<file path="config.mk">
export PLATFORM = sky130hd
export DESIGN_NAME = pll_reset_sequencer_flat
export DESIGN_NICKNAME = d
export VERILOG_FILES = /design/src/rtl/pll_reset_sequencer_if.sv /design/src/rtl/pll_reset_sequencer.sv /design/src/flat_wrapper.sv
export SDC_FILE = /design/constraint.sdc
export NUM_CORES = 1
export LEC_CHECK = 0
export BUFFER_PORTS_ARGS = -buffer_cell sky130_fd_sc_hd__buf_2
export CORE_AREA = 2 2 73 128
export CTS_BUF_LIST = sky130_fd_sc_hd__clkbuf_4
export CTS_CLUSTER_DIAMETER = 200
export DETAILED_ROUTE_END_ITERATION = 16
export DIE_AREA = 0 0 75 130
export SLEW_MARGIN = 20
export SYNTH_ARGS = -nofsm -noshare
export SYNTH_HDL_FRONTEND = slang
export SYNTH_SLANG_ARGS = --single-unit
export TNS_END_PERCENT = 1
</file>
<file path="constraint.sdc">
create_clock -name clk_25MHz -period 2.15 [get_ports clk_25MHz]
set_input_delay 0.215 -clock clk_25MHz [delete_from_list [all_inputs] [get_ports clk_25MHz]]
set_output_delay 0.215 -clock clk_25MHz [all_outputs]
set_load 0.02 [all_outputs]
</file>
<file path="src/rtl/pll_reset_sequencer_if.sv">
// PLL supervision bundle: PLL lock input, PLL reset and the downstream
// reset/status outputs of pll_reset_sequencer. The sequencer uses the master
// side; whatever consumes the status (top level or bench) uses the slave side.
interface pll_reset_sequencer_if;
  logic       pll_locked;
  logic       pll_rst;
  logic       sys_rst_n;
  logic       ready;
  logic       fail;
  logic [1:0] retry_count;
  logic [7:0] lock_loss_count;

  modport master (
    input  pll_locked,
    output pll_rst, sys_rst_n, ready, fail, retry_count, lock_loss_count
  );

  modport slave (
    output pll_locked,
    input  pll_rst, sys_rst_n, ready, fail, retry_count, lock_loss_count
  );
endinterface

</file>
<file path="src/rtl/pll_reset_sequencer.sv">
// pll_reset_sequencer: supervises an ECP5 EHXPLLL from the 25 MHz input-clock
// side. It pulses PLL RST, waits for a synchronized LOCK to stay high for
// STABLE_CYCLES, then releases an active-low system reset. Lock timeouts
// retry up to MAX_RETRIES times before parking in FAIL; lock loss in RUN is
// counted (saturating) and restarts the sequence.
// Optional build macro PLL_RESET_SEQ_DEGLITCH_EN: in RUN, lock loss is only
// recognised after 4 consecutive low cycles of the synchronized lock.
module pll_reset_sequencer #(
  parameter int unsigned RST_CYCLES    = 16,
  parameter int unsigned STABLE_CYCLES = 1024,
  parameter int unsigned LOCK_TIMEOUT  = 2500000,
  parameter int unsigned MAX_RETRIES   = 3
) (
  input  logic                         clk_25MHz,
  input  logic                         rst_n,
  pll_reset_sequencer_if.master        pll_if
);

  localparam int unsigned RST_W = $clog2(RST_CYCLES) + 1;
  localparam int unsigned STB_W = $clog2(STABLE_CYCLES) + 1;
  localparam int unsigned TMO_W = $clog2(LOCK_TIMEOUT) + 1;

  localparam logic [RST_W-1:0] RST_LAST  = RST_W'(RST_CYCLES - 1);
  localparam logic [STB_W-1:0] STB_DONE  = STB_W'(STABLE_CYCLES);
  localparam logic [TMO_W-1:0] TMO_LAST  = TMO_W'(LOCK_TIMEOUT - 1);
  localparam logic [1:0]       RETRY_MAX = 2'(MAX_RETRIES);

  typedef enum logic [2:0] {
    S_RESET,
    S_WAIT_LOCK,
    S_STABLE,
    S_RUN,
    S_FAIL
  } state_t;

  state_t           r_state;
  logic             r_lock_meta;
  logic             r_lock_s;
  logic [RST_W-1:0] r_rst_cnt;
  logic [STB_W-1:0] r_stb_cnt;
  logic [TMO_W-1:0] r_tmo_cnt;
  logic             r_pll_rst;
  logic             r_sys_rst_n;
  logic             r_ready;
  logic             r_fail;
  logic [1:0]       r_retry;
  logic [7:0]       r_loss_cnt;

  logic [STB_W-1:0] w_stb_inc;
  logic             w_stb_done;
  logic             w_timeout;
  logic             w_loss;

  // Two-flop synchronizer bringing the asynchronous PLL LOCK into clk_25MHz
  always_ff @(posedge clk_25MHz or negedge rst_n) begin
    if (!rst_n) begin
      r_lock_meta <= 1'b0;
      r_lock_s    <= 1'b0;
    end else begin
      r_lock_meta <= pll_if.pll_locked;
      r_lock_s    <= r_lock_meta;
    end
  end

  assign w_stb_inc  = r_stb_cnt + STB_W'(1);
  assign w_stb_done = (w_stb_inc == STB_DONE);
  assign w_timeout  = (r_tmo_cnt == TMO_LAST);

`ifdef PLL_RESET_SEQ_DEGLITCH_EN
  logic [2:0] r_low_cnt;

  assign w_loss = !r_lock_s && (r_low_cnt == 3'd3);

  // Length of the current run of low lock samples while in RUN
  always_ff @(posedge clk_25MHz or negedge rst_n) begin
    if (!rst_n) begin
      r_low_cnt <= '0;
    end else if (r_lock_s || (r_state != S_RUN) || w_loss) begin
      r_low_cnt <= '0;
    end else begin
      r_low_cnt <= r_low_cnt + 3'd1;
    end
  end
`else
  assign w_loss = !r_lock_s;
`endif

  // Sequencer FSM with registered outputs
  always_ff @(posedge clk_25MHz or negedge rst_n) begin
    if (!rst_n) begin
      r_state     <= S_RESET;
      r_pll_rst   <= 1'b1;
      r_sys_rst_n <= 1'b0;
      r_ready     <= 1'b0;
      r_fail      <= 1'b0;
      r_retry     <= '0;
      r_loss_cnt  <= '0;
      r_rst_cnt   <= '0;
      r_stb_cnt   <= '0;
      r_tmo_cnt   <= '0;
    end else begin
      unique case (r_state)
        S_RESET: begin
          if (r_rst_cnt == RST_LAST) begin
            r_state   <= S_WAIT_LOCK;
            r_pll_rst <= 1'b0;
            r_rst_cnt <= '0;
            r_stb_cnt <= '0;
            r_tmo_cnt <= '0;
          end else begin
            r_rst_cnt <= r_rst_cnt + RST_W'(1);
          end
        end

        // WAIT_LOCK and STABLE share one branch: the stable counter is held at
        // 0 in WAIT_LOCK, so the same increment yields 1 on entry to STABLE and
        // covers STABLE_CYCLES == 1 directly. Completion beats timeout.
        S_WAIT_LOCK, S_STABLE: begin
          r_tmo_cnt <= r_tmo_cnt + TMO_W'(1);
          if (r_lock_s && w_stb_done) begin
            r_state     <= S_RUN;
            r_sys_rst_n <= 1'b1;
            r_ready     <= 1'b1;
            r_retry     <= '0;
          end else if (w_timeout) begin
            r_pll_rst <= 1'b1;
            r_rst_cnt <= '0;
            if (r_retry < RETRY_MAX) begin
              r_retry <= r_retry + 2'd1;
              r_state <= S_RESET;
            end else begin
              r_fail  <= 1'b1;
              r_state <= S_FAIL;
            end
          end else if (r_lock_s) begin
            r_state   <= S_STABLE;
            r_stb_cnt <= w_stb_inc;
          end else begin
            r_state   <= S_WAIT_LOCK;
            r_stb_cnt <= '0;
          end
        end

        S_RUN: begin
          if (w_loss) begin
            r_state     <= S_RESET;
            r_pll_rst   <= 1'b1;
            r_sys_rst_n <= 1'b0;
            r_ready     <= 1'b0;
            r_rst_cnt   <= '0;
            if (r_loss_cnt != 8'hFF) begin
              r_loss_cnt <= r_loss_cnt + 8'd1;
            end
          end
        end

        S_FAIL: begin
          r_pll_rst   <= 1'b1;
          r_sys_rst_n <= 1'b0;
          r_fail      <= 1'b1;
        end

        default: begin
          r_state     <= S_RESET;
          r_pll_rst   <= 1'b1;
          r_sys_rst_n <= 1'b0;
          r_ready     <= 1'b0;
          r_rst_cnt   <= '0;
        end
      endcase
    end
  end

  assign pll_if.pll_rst         = r_pll_rst;
  assign pll_if.sys_rst_n       = r_sys_rst_n;
  assign pll_if.ready           = r_ready;
  assign pll_if.fail            = r_fail;
  assign pll_if.retry_count     = r_retry;
  assign pll_if.lock_loss_count = r_loss_cnt;

endmodule

</file>
<file path="src/flat_wrapper.sv">
// flat-port wrapper written by rule: the top's interface ports become plain ports
module pll_reset_sequencer_flat 
#(
  parameter int unsigned RST_CYCLES    = 16,
  parameter int unsigned STABLE_CYCLES = 1024,
  parameter int unsigned LOCK_TIMEOUT  = 2500000,
  parameter int unsigned MAX_RETRIES   = 3
)
  (clk_25MHz, rst_n, pll_if_pll_locked, pll_if_pll_rst, pll_if_sys_rst_n, pll_if_ready, pll_if_fail, pll_if_retry_count, pll_if_lock_loss_count);
  pll_reset_sequencer_if pll_if_i ();
  input  logic clk_25MHz;
  input  logic rst_n;
  input wire logic [$bits(pll_if_i.pll_locked)-1:0] pll_if_pll_locked;
  output wire logic [$bits(pll_if_i.pll_rst)-1:0] pll_if_pll_rst;
  output wire logic [$bits(pll_if_i.sys_rst_n)-1:0] pll_if_sys_rst_n;
  output wire logic [$bits(pll_if_i.ready)-1:0] pll_if_ready;
  output wire logic [$bits(pll_if_i.fail)-1:0] pll_if_fail;
  output wire logic [$bits(pll_if_i.retry_count)-1:0] pll_if_retry_count;
  output wire logic [$bits(pll_if_i.lock_loss_count)-1:0] pll_if_lock_loss_count;
  assign pll_if_i.pll_locked = pll_if_pll_locked;
  assign pll_if_pll_rst = pll_if_i.pll_rst;
  assign pll_if_sys_rst_n = pll_if_i.sys_rst_n;
  assign pll_if_ready = pll_if_i.ready;
  assign pll_if_fail = pll_if_i.fail;
  assign pll_if_retry_count = pll_if_i.retry_count;
  assign pll_if_lock_loss_count = pll_if_i.lock_loss_count;
  pll_reset_sequencer #(.RST_CYCLES(RST_CYCLES), .STABLE_CYCLES(STABLE_CYCLES), .LOCK_TIMEOUT(LOCK_TIMEOUT), .MAX_RETRIES(MAX_RETRIES)) u_core (.clk_25MHz(clk_25MHz), .rst_n(rst_n), .pll_if(pll_if_i));
endmodule
</file>
Yosys cells after proc, flatten, opt, wreduce, memory -nomap -nowiden. Index checks and enable logic that the tools add are counted.

Register bits: 58. Latch bits: 0. RAM bits: 0. Memory bits (read-only): 0. Bits of input ports: 3. Output and inout bits: 14. Word-level logic and storage cells: 90. Memories: 0.

$add $sub $neg: 5. Multiply operators: 0. Div/mod/pow operators: 0. Order comparisons: 1. Eq/ne operators: 15. Shift operators: 0. Multiplexer cells: 35. Bitwise logic cells: 4. Reduce and logical (&&, ||, !) cells: 18.

Operators with widths (count): case mux 23 bit (2 select lines) (1); two-way mux 11 bit (4); adder 23 x 1 -> 23 bit, second input constant (1); equality test 23 x 22 -> 1 bit, second input constant (1); two-way mux 23 bit (1); case mux 11 bit (2 select lines) (1); two-way mux 5 bit (4); case mux 5 bit (4 select lines) (1); AND reduction 4 bit (4); two-way mux 3 bit (5); AND reduction 3 bit (5); case mux 3 bit (4 select lines) (1); adder 11 x 1 -> 11 bit, second input constant (1); equality test 11 bit, second input constant (1); two-way mux 1 bit (9); case mux 1 bit (3 select lines) (3); adder 8 x 1 -> 8 bit, second input constant (1); two-way mux 2 bit (4); inequality test 2 bit, second input constant (4); inequality test 8 bit, second input constant (1); nonzero test 2 bit (4); equality test 3 x 2 -> 1 bit, second input constant (2); inequality test 2 x 1 -> 1 bit, second input constant (3); adder 5 x 1 -> 5 bit, second input constant (1); other kinds (11) (15).

Longest topological paths before layout.
Depth in word-level cells: 5. Mapped depth: 8. Depth with buffers taken out: 7.

Least setup slack after synthesis. OpenSTA, ideal clock, no wires.

Kind: register to register. Start: register u_core.r_stb_cnt[0]. End: register u_core.r_stb_cnt[9]. Data arrival time: 2.052 ns. Data required time: 2.023 ns. Setup slack: -0.029 ns. Cell stages (with the launch flop): 8. Period minus slack after synthesis: 2.179 ns. Cell sequence: dfrtp_1 -> ha_1 -> and4_4 -> nor3_1 -> o211a_1 -> o2111a_2 -> or4_4 -> mux2i_1.

Word-level cells in the longest chain between the ends: 5. Elaborated cells between the ends (all ways): 9. Classes of those cells: add/sub: 1; eq/ne: 2; mux: 4; reduce/logical: 2.

RTL lines: from (decl) (RTL line pll_reset_sequencer.sv:40) `logic [STB_W-1:0] r_stb_cnt;`; from (signal assigned) (RTL line pll_reset_sequencer.sv:137) `r_stb_cnt <= w_stb_inc;`; adder 11 x 1 -> 11 bit * (RTL line pll_reset_sequencer.sv:65) `assign w_stb_inc = r_stb_cnt + STB_W'(1);`; equality test 11 bit or two-way mux 11 bit (tied branches) (RTL line pll_reset_sequencer.sv:66, pll_reset_sequencer.sv:135); logical AND 1 bit or two-way mux 11 bit (tied branches) (RTL line pll_reset_sequencer.sv:120, pll_reset_sequencer.sv:125); inequality test 2 bit (no source line) or two-way mux 11 bit (tied branches); AND reduction 4 bit (no source line) or case mux 11 bit (2 select lines) (tied branches).

Every way passes the cells marked *; elsewhere a longest branch is shown, timed or not. The select of a mux whose other input is x is not followed. A chain may end at the register's enable or synchronous reset.

Final worst setup path.
Start: register u_core.r_stb_cnt[0]. End: register u_core.r_retry[1], in the netlist u_core.pll_if.retry_count[1].

Word-level cells in the longest chain between the ends: 5. Elaborated cells between the ends (all ways): 7. Classes of those cells: add/sub: 1; eq/ne: 1; mux: 1; reduce/logical: 4.

RTL lines: adder 11 x 1 -> 11 bit * (RTL line pll_reset_sequencer.sv:65); equality test 11 bit * (RTL line pll_reset_sequencer.sv:66) `assign w_stb_done = (w_stb_inc == STB_DONE);`; logical AND 1 bit * (RTL line pll_reset_sequencer.sv:120) `if (r_lock_s && w_stb_done) begin`; nonzero test 2 bit (no source line); AND reduction 3 bit (no source line); to (signal assigned) (RTL line pll_reset_sequencer.sv:129) `r_retry <= r_retry + 2'd1;`; to (decl) (RTL line pll_reset_sequencer.sv:46) `logic [1:0] r_retry;`.

Every way passes the cells marked *; elsewhere a longest branch is shown, timed or not.

==> flow_metrics.env <==
export IMPL_dp_cells=536
export IMPL_rows=46
export IMPL_post_dp_hpwl_mm=6.69
export IMPL_drc=0
export IMPL_start_kind="flop"
export IMPL_avgSynthCellArea_um2=9.15
export IMPL_max_cap_violations=0
export IMPL_area_sequential_um2=1460
export IMPL_ioPinCount=17
export IMPL_power_leakage_nw=1.95
export IMPL_grt_max_degree=28
export IMPL_io_buffers=16
export IMPL_met2_usage_pct=36.5
export IMPL_finalPower_mw=4.23
export IMPL_grt_setup_unrepaired="true"
export IMPL_sequentialPowerShare_pct=33.2
export IMPL_synth_ff_type="dfrtp_1"
export IMPL_vias=3161
export IMPL_wl_per_cell_um=16.5
export IMPL_fin_cells=557
export IMPL_comb_power_share_pct=43.2
export IMPL_path_clk_slew_ns=0.11
export IMPL_multiInputGateArea_um2=1850
export IMPL_violations="negative setup slack"
export IMPL_clk_latency_ns=0.42
export IMPL_reg2reg_slack_ns=-0.06
export IMPL_dieArea_um2=9750
export IMPL_p_sw_mw=1.69
export IMPL_status="finished, violations left"
export IMPL_hold_worst_slack_ns=0.352
export IMPL_drtAntennaViolNets=0
export IMPL_synth_edf_count=0
export IMPL_die_h_um=130
export IMPL_die_width_um=75
export IMPL_cts_buffers=9
export IMPL_finalCritPeriodShare_pct=103
export IMPL_p_sw_share_pct=40.0
export IMPL_final_common_cell="dfrtp_1"
export IMPL_start_util_pct=37.8
export IMPL_grt_pass1_wl_mm=15.0
export IMPL_syn_area_um2=3330
export IMPL_synth_cell_types=66
export IMPL_final_cell_area_um2=4230
export IMPL_drt_initial_drc_count=166
export IMPL_cp_end_kind="flop"
export IMPL_finalCriticalPeriod_ns=2.21
export IMPL_layout_common_cells="dfrtp_1, buf_4, o21ai_0, nand2_1, nor2_1"
export IMPL_top_usage_layer="met2"
export IMPL_grt_pass1_vias=3151
export IMPL_ys_ff_latch=58
export IMPL_pre_cts_slack_ns=-0.0605
export IMPL_n_antenna_cell=0
export IMPL_synthArstFlopShare_pct=100
export IMPL_final_setup_worst_slack_ns=-0.0592
export IMPL_grt_usage_pct=20.3
export IMPL_crit_required_ns=2.46
export IMPL_gr_usage_met3_pct=3.24
export IMPL_worst_ep_arrival_time_ns=2.52
export IMPL_slew_headroom_pct=54.8
export IMPL_drt_pass1_iter_count=4
export IMPL_syn_to_final_growth_pct=27.0
export IMPL_coreArea_um2=8810
export IMPL_clockPowerShare_pct=23.6
export IMPL_finClkSkew_ns=0.0174
export IMPL_syn_nets=373
export IMPL_fin_nets=441
export IMPL_worst_pin_slew_ns=0.678
export IMPL_ys_warn_count=0
export IMPL_vdd_drop_max_uv=637
export IMPL_clock_path_buffers=2
export IMPL_wirelength_mm=9.16
export IMPL_gp_congestion=0.892
export IMPL_place_area_um2=3890
export IMPL_crit_type="reg2reg"
export IMPL_fillers=852
export IMPL_min_delay_path_class="reg2reg"
export IMPL_root_buffer="clkbuf_4"
export IMPL_slew_violations=0
export IMPL_path_max_fanout=6
export IMPL_cts_sinks=58
export IMPL_via_per_inst=5.68
export IMPL_setup_viol=11
export IMPL_antenna_found_initial=0
export IMPL_finalSetupTns_ns=-0.309
export IMPL_max_freq_ghz=0.453
export IMPL_cts_tree="built"
export IMPL_drive_gt1_share_pct=27.7
export IMPL_fin_util_pct=48.1
export IMPL_p_int_mw=2.54
export IMPL_ys_seq_area_share_pct=43.6
export IMPL_hold_viol_final=0
export IMPL_syn_inst=364
export IMPL_p_per_area_nw_per_um2=1000
export IMPL_met1_usage_pct=21.4
export IMPL_grt_ovfl_total=0
export IMPL_htreeDepth=3
## registers in the layout, summed over array words and instances, names as in the netlist
register and cells:
u_core.r_stb_cnt 11, u_core.pll_if.pll_rst 1, u_core.pll_if.fail 1, u_core.pll_if.sys_rst_n 1, u_core.pll_if.retry_count 2, u_core.r_tmo_cnt 23
u_core.r_rst_cnt 5, u_core.pll_if.lock_loss_count 8, u_core.r_state 3, u_core.pll_if.ready 1, u_core.r_lock_meta 1, u_core.r_lock_s 1
## repair_timing
action                                 4_1_cts  5_1_grt
gates resized for setup                     13       13
endpoints found under the hold margin       24        0
buffers inserted                             0        3
setup endpoints to repair                   17       25
pin swaps                                    5        5
hold buffers                                 2        0
## final timing paths
check,startpoint,end,cells past startpoint
min in group asynchronous,rst_n,u_core.r_stb_cnt[3],2
worst max-delay path,u_core.r_stb_cnt[0],u_core.pll_if.retry_count[1],9
worst min register to register,u_core.r_lock_meta,u_core.r_lock_s,0
max in group asynchronous,rst_n,u_core.r_tmo_cnt[6],3
worst min-delay path,u_core.r_lock_meta,u_core.r_lock_s,0
worst max register to register,u_core.r_stb_cnt[0],u_core.pll_if.retry_count[1],9
## cell type report
class / instances / area share [%]
Multi-Input combinational cell: 276 / 43.7
Sequential cell: 58 / 34.4
Timing Repair Buffer: 76 / 13.2
Tap cell: 120 / 3.55
Clock inverter: 7 / 2.54
Clock buffer: 9 / 1.60
Inverter: 11 / 0.976
## layer usage
metal | up-vias | part of all wire, %
met1 | 1574 | 38
li1 | 1503 | -
met4 | 0 | 2.2
met5 | - | 0
met2 | 67 | 57
met3 | 17 | 2.8
## cells in the mapped netlist, types with 3 or more instances
library cell	count	area, um^2
a211oi_1	6	45.0
a21o_1	3	22.5
a21oi_1	15	75.1
a22o_1	5	43.8
a31oi_1	4	25.0
and2_1	4	25.0
and3_1	9	56.3
and4_1	5	43.8
buf_4	3	22.5
clkbuf_1	11	41.3
dfrtp_1	57	1430
ha_1	6	75.1
inv_1	11	41.3
mux2i_1	4	40.0
nand2_1	36	135
nand3_1	17	85.1
nand4_1	11	68.8
nor2_1	27	101
nor2b_1	4	25.0
nor3_1	4	20.0
nor4_1	8	50.1
o211ai_1	3	22.5
o21a_1	3	22.5
o21ai_0	37	185
o22ai_1	3	18.8
o31ai_1	4	30.0
or3_1	5	31.3
xnor2_1	7	61.3
xor2_1	5	43.8
## critical path, cell delays in order, from the launching register on
cell and delay (ns):
dfrtp_1 0.38, buf_6 0.11, ha_4 0.14, nand4_1 0.14
or4_4 0.53, a22oi_2 0.23, o2111ai_2 0.16, buf_6 0.17
or3b_1 0.18, o22ai_1 0.08
## cell families (layout without fill, tap and decap cells)
kind of cell	after synthesis	after routing	synth area share, %
adder cells (fa/ha/maj)	6	6	2.25
flip-flops	58	58	43.6
multiplexers	5	5	1.54
AO/OA/AOI/OAI	103	103	20.6
XOR/XNOR	12	12	3.16
buffers and inverters	30	103	4.24
AND/OR/NAND/NOR	150	150	24.6
## power by group through the flow
| stage | clock (mW) | combinational (mW) | sequential [mW] |
|---|---|---|---|
| 2_1_floorplan | 0 | 1.13 | 1.42 |
| 4_1_cts | 1.03 | 1.77 | 1.40 |
| 5_1_grt | 1.07 | 2.03 | 1.43 |
| 3_3_place_gp | 0 | 1.71 | 1.41 |
| 6_report | 0.998 | 1.83 | 1.41 |
| 3_5_place_dp | 0 | 1.74 | 1.42 |
Power figures use the tool's default switching activity.
